## src/rtl/uart_tx_if.sv

```systemverilog
// Requester-side bus of the shared UART transmitter: per-requester valid/data,
// one-hot accept pulse, and the index of the most recently accepted requester.
interface uart_tx_if #(
    parameter int NUM_REQ   = 4,
    parameter int DATA_BITS = 8
);
    localparam int GW = (NUM_REQ > 1) ? $clog2(NUM_REQ) : 1;

    logic [NUM_REQ-1:0]           req_valid;
    logic [NUM_REQ*DATA_BITS-1:0] req_data;
    logic [NUM_REQ-1:0]           req_ready;
    logic [GW-1:0]                grant_id;

    modport master (output req_valid, req_data, input req_ready, grant_id);
    modport slave  (input req_valid, req_data, output req_ready, grant_id);
endinterface

```

## src/rtl/uart_tx_scheduler.sv

```systemverilog
// Round-robin scheduler feeding one 8N1 serial line from NUM_REQ byte producers.
// Baud rate selection is only committed while idle so a frame never changes speed.
module uart_tx_scheduler #(
    parameter int NUM_REQ   = 4,
    parameter int DATA_BITS = 8
) (
    input  logic       clk,
    input  logic       rst_n,
    input  logic       baud_tick,
    uart_tx_if.slave   req,
    input  logic [1:0] cfg_baud_sel,
    output logic [1:0] baud_sel,
    output logic       tx,
    output logic       busy,
    output logic       frame_done
);
    localparam int GW = $clog2(NUM_REQ);
    localparam int CW = (DATA_BITS > 1) ? $clog2(DATA_BITS) : 1;

    typedef enum logic [2:0] {IDLE, SYNC, START, DATA, STOP} state_e;

    state_e                 state_q, state_d;
    logic [DATA_BITS-1:0]   shreg_q, shreg_d;
    logic [CW-1:0]          bit_cnt_q, bit_cnt_d;
    logic [GW-1:0]          rr_ptr_q, rr_ptr_d;
    logic [GW-1:0]          gid_q, gid_d;
    logic [NUM_REQ-1:0]     ready_q, ready_d;
    logic [1:0]             bsel_q, bsel_d;
    logic                   tx_q, tx_d;
    logic                   busy_q, busy_d;
    logic                   done_q, done_d;

    logic                   found;
    logic [GW-1:0]          gnt;

    // First valid requester at or after rr_ptr, wrapping modulo NUM_REQ.
    always_comb begin
        found = 1'b0;
        gnt   = '0;
        for (int k = 0; k < NUM_REQ; k++) begin
            if (!found && req.req_valid[(int'(rr_ptr_q) + k) % NUM_REQ]) begin
                found = 1'b1;
                gnt   = GW'((int'(rr_ptr_q) + k) % NUM_REQ);
            end
        end
    end

    always_comb begin
        state_d   = state_q;
        shreg_d   = shreg_q;
        bit_cnt_d = bit_cnt_q;
        rr_ptr_d  = rr_ptr_q;
        gid_d     = gid_q;
        bsel_d    = bsel_q;
        tx_d      = tx_q;
        ready_d   = '0;
        done_d    = 1'b0;
        unique case (state_q)
            IDLE: begin
                tx_d = 1'b1;
                if (found) begin
                    ready_d[gnt] = 1'b1;
                    shreg_d      = req.req_data[int'(gnt)*DATA_BITS +: DATA_BITS];
                    gid_d        = gnt;
                    rr_ptr_d     = (gnt == GW'(NUM_REQ - 1)) ? '0 : gnt + 1'b1;
                    state_d      = SYNC;
                end else begin
                    bsel_d = cfg_baud_sel;
                end
            end
            // The grant-cycle tick is never seen here, so SYNC always waits for a fresh one.
            SYNC: if (baud_tick) begin
                state_d = START;
                tx_d    = 1'b0;
            end
            START: if (baud_tick) begin
                state_d   = DATA;
                tx_d      = shreg_q[0];
                bit_cnt_d = '0;
            end
            DATA: if (baud_tick) begin
                if (bit_cnt_q == CW'(DATA_BITS - 1)) begin
                    state_d = STOP;
                    tx_d    = 1'b1;
                end else begin
                    shreg_d   = shreg_q >> 1;
                    bit_cnt_d = bit_cnt_q + 1'b1;
                    tx_d      = shreg_q[1];
                end
            end
            STOP: if (baud_tick) begin
                state_d = IDLE;
                done_d  = 1'b1;
            end
            default: begin
                state_d = IDLE;
                tx_d    = 1'b1;
            end
        endcase
        busy_d = (state_d != IDLE);
    end

    always_ff @(posedge clk or negedge rst_n) begin
        if (!rst_n) begin
            state_q   <= IDLE;
            shreg_q   <= '0;
            bit_cnt_q <= '0;
            rr_ptr_q  <= '0;
            gid_q     <= '0;
            ready_q   <= '0;
            bsel_q    <= 2'b00;
            tx_q      <= 1'b1;
            busy_q    <= 1'b0;
            done_q    <= 1'b0;
        end else begin
            state_q   <= state_d;
            shreg_q   <= shreg_d;
            bit_cnt_q <= bit_cnt_d;
            rr_ptr_q  <= rr_ptr_d;
            gid_q     <= gid_d;
            ready_q   <= ready_d;
            bsel_q    <= bsel_d;
            tx_q      <= tx_d;
            busy_q    <= busy_d;
            done_q    <= done_d;
        end
    end

    assign req.req_ready = ready_q;
    assign req.grant_id  = gid_q;
    assign baud_sel      = bsel_q;
    assign tx            = tx_q;
    assign busy          = busy_q;
    assign frame_done    = done_q;

endmodule

```

## src/flat_wrapper.sv

```systemverilog
// flat-port wrapper written by rule: the top's interface ports become plain ports
module uart_tx_scheduler_flat 
#(
    parameter int NUM_REQ   = 4,
    parameter int DATA_BITS = 8
)
  (clk, rst_n, baud_tick, cfg_baud_sel, baud_sel, tx, busy, frame_done, req_req_valid, req_req_data, req_req_ready, req_grant_id);
  uart_tx_if #(.NUM_REQ(NUM_REQ), .DATA_BITS(DATA_BITS)) req_i ();
  input  logic clk;
  input  logic rst_n;
  input  logic baud_tick;
  input  logic [1:0] cfg_baud_sel;
  output logic [1:0] baud_sel;
  output logic tx;
  output logic busy;
  output logic frame_done;
  input wire logic [$bits(req_i.req_valid)-1:0] req_req_valid;
  input wire logic [$bits(req_i.req_data)-1:0] req_req_data;
  output wire logic [$bits(req_i.req_ready)-1:0] req_req_ready;
  output wire logic [$bits(req_i.grant_id)-1:0] req_grant_id;
  assign req_i.req_valid = req_req_valid;
  assign req_i.req_data = req_req_data;
  assign req_req_ready = req_i.req_ready;
  assign req_grant_id = req_i.grant_id;
  uart_tx_scheduler #(.NUM_REQ(NUM_REQ), .DATA_BITS(DATA_BITS)) u_core (.clk(clk), .rst_n(rst_n), .baud_tick(baud_tick), .req(req_i), .cfg_baud_sel(cfg_baud_sel), .baud_sel(baud_sel), .tx(tx), .busy(busy), .frame_done(frame_done));
endmodule
```

## config.mk

```make
export PLATFORM = sky130hd
export DESIGN_NAME = uart_tx_scheduler_flat
export DESIGN_NICKNAME = d
export VERILOG_FILES = /design/src/rtl/uart_tx_if.sv /design/src/rtl/uart_tx_scheduler.sv /design/src/flat_wrapper.sv
export SDC_FILE = /design/constraint.sdc
export NUM_CORES = 1
export LEC_CHECK = 0
export ABC_AREA = 1
export CAP_MARGIN = 15
export CORE_AREA = 2 2 84 86
export DETAILED_ROUTE_END_ITERATION = 16
export DIE_AREA = 0 0 86 88
export PLACE_DENSITY = 0.61
export SKIP_LAST_GASP = 1
export SYNTH_ARGS = -nofsm -noshare
export SYNTH_HDL_FRONTEND = slang
export SYNTH_SLANG_ARGS = --single-unit
```

## constraint.sdc

```tcl
create_clock -name clk -period 1.9 [get_ports clk]
set_input_delay 0.38 -clock clk [delete_from_list [all_inputs] [get_ports clk]]
set_output_delay 0.38 -clock clk [all_outputs]
set_load 0.01 [all_outputs]
```

==> metrics.log <==
INFO  metric result_of_the_run = completed
INFO  metric antennaDiodeCount = 0
INFO  metric first_pass_iters = 4
INFO  metric criticalPathCategory = register to register
INFO  metric cts_root_buf = sky130_fd_sc_hd__clkbuf_8
INFO  metric timing.clock.skew = 0.00296 ns
INFO  metric fillerInstances = 639
INFO  metric ys_seq_area_frac = 0.349
INFO  metric synth_flop_cell = sky130_fd_sc_hd__dfrtp_1
INFO  metric floorplan.die.height = 88 um
INFO  metric postPlaceCellArea = 2670 um^2
INFO  metric area_growth_syn_to_layout = 59.2%
INFO  metric synth.yosys.warnings = 0
INFO  metric area_share_of_the_largest_cell_type_after_synthesis = 0.335
INFO  metric layoutNonFillerInstCount = 446
INFO  metric finalHoldViolations = 0
INFO  metric place_worst_setup_slack = -0.285 ns
INFO  metric setup_viol_count_final = 0
INFO  metric placed_cells_incl_taps = 428
INFO  metric place_congestion = 0.848
INFO  metric final_layout_size_suffix_gt1_frac = 0.273
INFO  metric drc = 0
INFO  metric die-area = 7570 um^2
INFO  metric fp.coreArea = 6640 um^2
INFO  metric p_leak = 0.00159 uW
INFO  metric first_pass_grt_wire_length = 8.22 mm
INFO  metric reg2reg_depth = 13
INFO  metric yosys-top-cells-count = sky130_fd_sc_hd__nand2_1 (89), sky130_fd_sc_hd__inv_1 (46), sky130_fd_sc_hd__nand3_1 (32)
INFO  metric place_hpwl = 3.78 mm
INFO  metric standard_cell_row_count = 30
INFO  metric postSynthNetCount = 329
INFO  metric number_of_global_route_vias_before_repair = 1907
INFO  metric cts_inserted_buffers = 3
INFO  metric crit_path_end_kind = register
INFO  metric leading_post_synthesis_cells_by_cell_area = sky130_fd_sc_hd__dfrtp_1 (34%), sky130_fd_sc_hd__nand2_1 (17%), sky130_fd_sc_hd__inv_1 (8.9%), sky130_fd_sc_hd__nand3_1 (8.3%), sky130_fd_sc_hd__nand4_1 (4.2%)
INFO  metric synthesis.area = 1940 um^2
INFO  metric hold_path.class = primary input to asynchronous set/reset pin
INFO  metric layout_worst_path_cycle_share = 0.999
INFO  metric yosysMostFrequentCell = sky130_fd_sc_hd__nand2_1
INFO  metric cts.clk_slew.worst_paths = 0.09 ns
INFO  metric route.antenna.remaining_nets = 0
INFO  metric vias_per_cell = 4.69
INFO  metric routed_wirelength = 5.38 mm
INFO  metric worstMarginPinSlew = 0.542 ns
INFO  metric ios = 52
INFO  metric ctsLongestPathBuffers = 2
INFO  metric total_power = 5940 uW
INFO  metric clock_sink_count = 27
INFO  metric htree_num_levels = 1
INFO  metric most_prevalent_standard_cell_on_the_critical_path = sky130_fd_sc_hd__nand2_4
INFO  metric grt-ovfl-total = 0
INFO  metric timing.slew.headroom = 0.635
INFO  metric placement.io_buffers = 51
INFO  metric rsz0062_at_grt = yes
INFO  metric drtIter0Drc = 63
INFO  metric post_cts_hold_buffer_count = 0
INFO  metric power_density = 1920 nW/um^2
INFO  metric reg2reg_from = u_core.rr_ptr_q[0]
INFO  metric crit_path_cell_trace = buf_6, nand2_4, nand2_4, nand2_2, nand2_2, nor2_4, nand4_1, nand2_4, inv_4, buf_4, ha_1, inv_1, nor2_1
INFO  metric setup.worst_path.start_class = register
INFO  metric worst_ir_drop_vdd = 0.638 mV
INFO  metric routedWlPerCell = 12.1 um
INFO  metric layout_min_cycle_time = 1.90 ns
INFO  metric final-max-slew-violation-count = 0
INFO  metric setup_slack = 0.00227 ns
INFO  metric regToRegEndpoint = u_core.req.req_ready[2]
INFO  metric worst_skew_pair.late_latency = 0.27 ns
INFO  metric avgSynthCellArea = 6.88 um^2
INFO  metric initial_core_util = 0.292
INFO  metric critical_path.slowest_cell = sky130_fd_sc_hd__dfrtp_2
INFO  metric synth_async_sr_flop_share = 1.00
INFO  metric cp_max_fo = 5
INFO  metric fin_nets = 414
INFO  metric critPathRequiredTime = 2.07 ns
INFO  metric maximum_clock_frequency = 0.527 GHz
INFO  metric die_width = 86 um
INFO  metric critical_path_arrival = 2.07 ns
INFO  metric grt_start_max_net_pins = 28
INFO  metric ys_types = 31
INFO  metric regToRegSetupSlack = 0.002 ns
INFO  metric tritoncts_clock_tree = built
INFO  metric dr_total_vias = 2092
INFO  metric final_design_area_no_fill = 3090 um^2
INFO  metric postSynthCellCount = 282
INFO  metric number_of_antenna_violations_at_the_first_check_in_global_routing = 0
INFO  metric slowest_cell_delay_on_critical_path = 0.44 ns
INFO  metric timing.max_cap.violations = 0
INFO  metric synth_area_leader_cell = sky130_fd_sc_hd__dfrtp_1
INFO  metric ys_seq_elements = 27
INFO  metric post_synth_edffs = 0
INFO  metric grt.total_usage = 0.132
[area by class of cell]
| type | instances | area (um^2) | area share |
|---|---|---|---|
| clock inverters | 1 | 5.00 | 0.00162 |
| repair buffers | 85 | 856 | 0.277 |
| clock buffers | 3 | 41.3 | 0.0134 |
| flip-flops and latches | 27 | 678 | 0.220 |
| multi-input cells | 198 | 1200 | 0.389 |
| well taps | 80 | 100 | 0.0324 |
| inverters | 52 | 208 | 0.0672 |
[logic make-up (layout without fill, tap and decap cells)]
logic type	Yosys count	count (layout)	synth area share
AOI/OAI and AO/OA	16	16	0.0529
and+or+nand+nor	172	174	0.418
adders and majority gates	6	6	0.0387
buffers and inverters	59	141	0.130
muxes	2	2	0.0116
DFF	27	27	0.349
[power by group]
part | total [uW] | internal [uW] | switching (uW)
registers | 968 | 835 | 132
clock network | 332 | 147 | 185
logic | 4640 | 2120 | 2510
total | 5940 | 3110 | 2830
[stage by stage]
| stage | hold WS (ns) | util | TNS, ns |
|---|---|---|---|
| floorplan | 0.0844 | - | 0 |
| detailed placement | 0.467 | 0.401 | -4.69 |
| CTS | 0.472 | 0.408 | 0 |
| finish | 0.465 | 0.465 | 0 |
| global placement | 0.465 | 0.401 | -4.12 |
| global route | 0.491 | 0.465 | -1.33 |
[worst max-delay path, delay by kind of cell, from the launching register on]
kind | cells | cell delay [ns]
fa+ha+maj | 1 | 0.19
buf+inv | 4 | 0.37
flops | 1 | 0.44
simple gates | 8 | 0.77
[state kept, by name (all words and copies together) (netlist names)]
name / count
u_core.rr_ptr_q: 2
u_core.req.grant_id: 2
u_core.busy: 1
u_core.req.req_ready: 4
u_core.bit_cnt_q: 3
u_core.tx: 1
u_core.frame_done: 1
u_core.shreg_q: 8
u_core.baud_sel: 2
u_core.state_q: 3
[placed cells by master (no fill, tap or decap), types with 2 or more instances in the layout]
master	count
sky130_fd_sc_hd__buf_12	3
sky130_fd_sc_hd__o21ai_1	2
sky130_fd_sc_hd__inv_4	2
sky130_fd_sc_hd__nand3_2	6
sky130_fd_sc_hd__clkbuf_8	3
sky130_fd_sc_hd__nand2_2	22
sky130_fd_sc_hd__nand3_1	26
sky130_fd_sc_hd__a22o_1	2
sky130_fd_sc_hd__a21oi_1	4
sky130_fd_sc_hd__nor2_4	3
sky130_fd_sc_hd__nand4_1	13
sky130_fd_sc_hd__buf_8	2
sky130_fd_sc_hd__dfrtp_1	25
sky130_fd_sc_hd__buf_4	21
sky130_fd_sc_hd__mux2_2	2
sky130_fd_sc_hd__clkdlybuf4s50_1	48
sky130_fd_sc_hd__inv_2	6
sky130_fd_sc_hd__nor2_1	14
sky130_fd_sc_hd__o21ai_2	2
sky130_fd_sc_hd__nand2_4	7
sky130_fd_sc_hd__nand2_1	70
sky130_fd_sc_hd__inv_1	43
sky130_fd_sc_hd__dlymetal6s2s_1	3
sky130_fd_sc_hd__nand3_4	5
sky130_fd_sc_hd__buf_6	8
sky130_fd_sc_hd__nor3_1	4
sky130_fd_sc_hd__nor2_2	2
sky130_fd_sc_hd__o21ai_0	2
sky130_fd_sc_hd__ha_1	5
[worst max-delay path by stage]
stage               cells past startpoint                      end  slack [ns]                from
CTS                                    12       u_core.rr_ptr_q[1]        0.02    req_req_valid[3]
floorplan                              13       u_core.rr_ptr_q[1]         0.1  u_core.rr_ptr_q[0]
global route                           15        u_core.shreg_q[7]       -0.12  u_core.rr_ptr_q[0]
global placement                       12       u_core.rr_ptr_q[1]       -0.27    req_req_valid[3]
finish                                 13  u_core.req.req_ready[2]       0.002  u_core.rr_ptr_q[0]
detailed placement                     13        u_core.shreg_q[4]       -0.28    req_req_valid[3]
[what timing repair did]
action,in CTS,in global routing
endpoints found under the setup margin,15,17
gates resized for setup,1,64
endpoints found under the hold margin,0,0
setup buffers,0,12
pin swaps,0,20
cloned,0,2
[metal layers]
metal  part of all wire  GRT usage  vias up
met5                  0          0        -
met2               0.50      0.236       55
met3              0.044     0.0245        8
met1               0.44      0.165      963
li1                   -          -     1066
met4              0.014     0.0289        0
(Power assumes the default switching activity.)
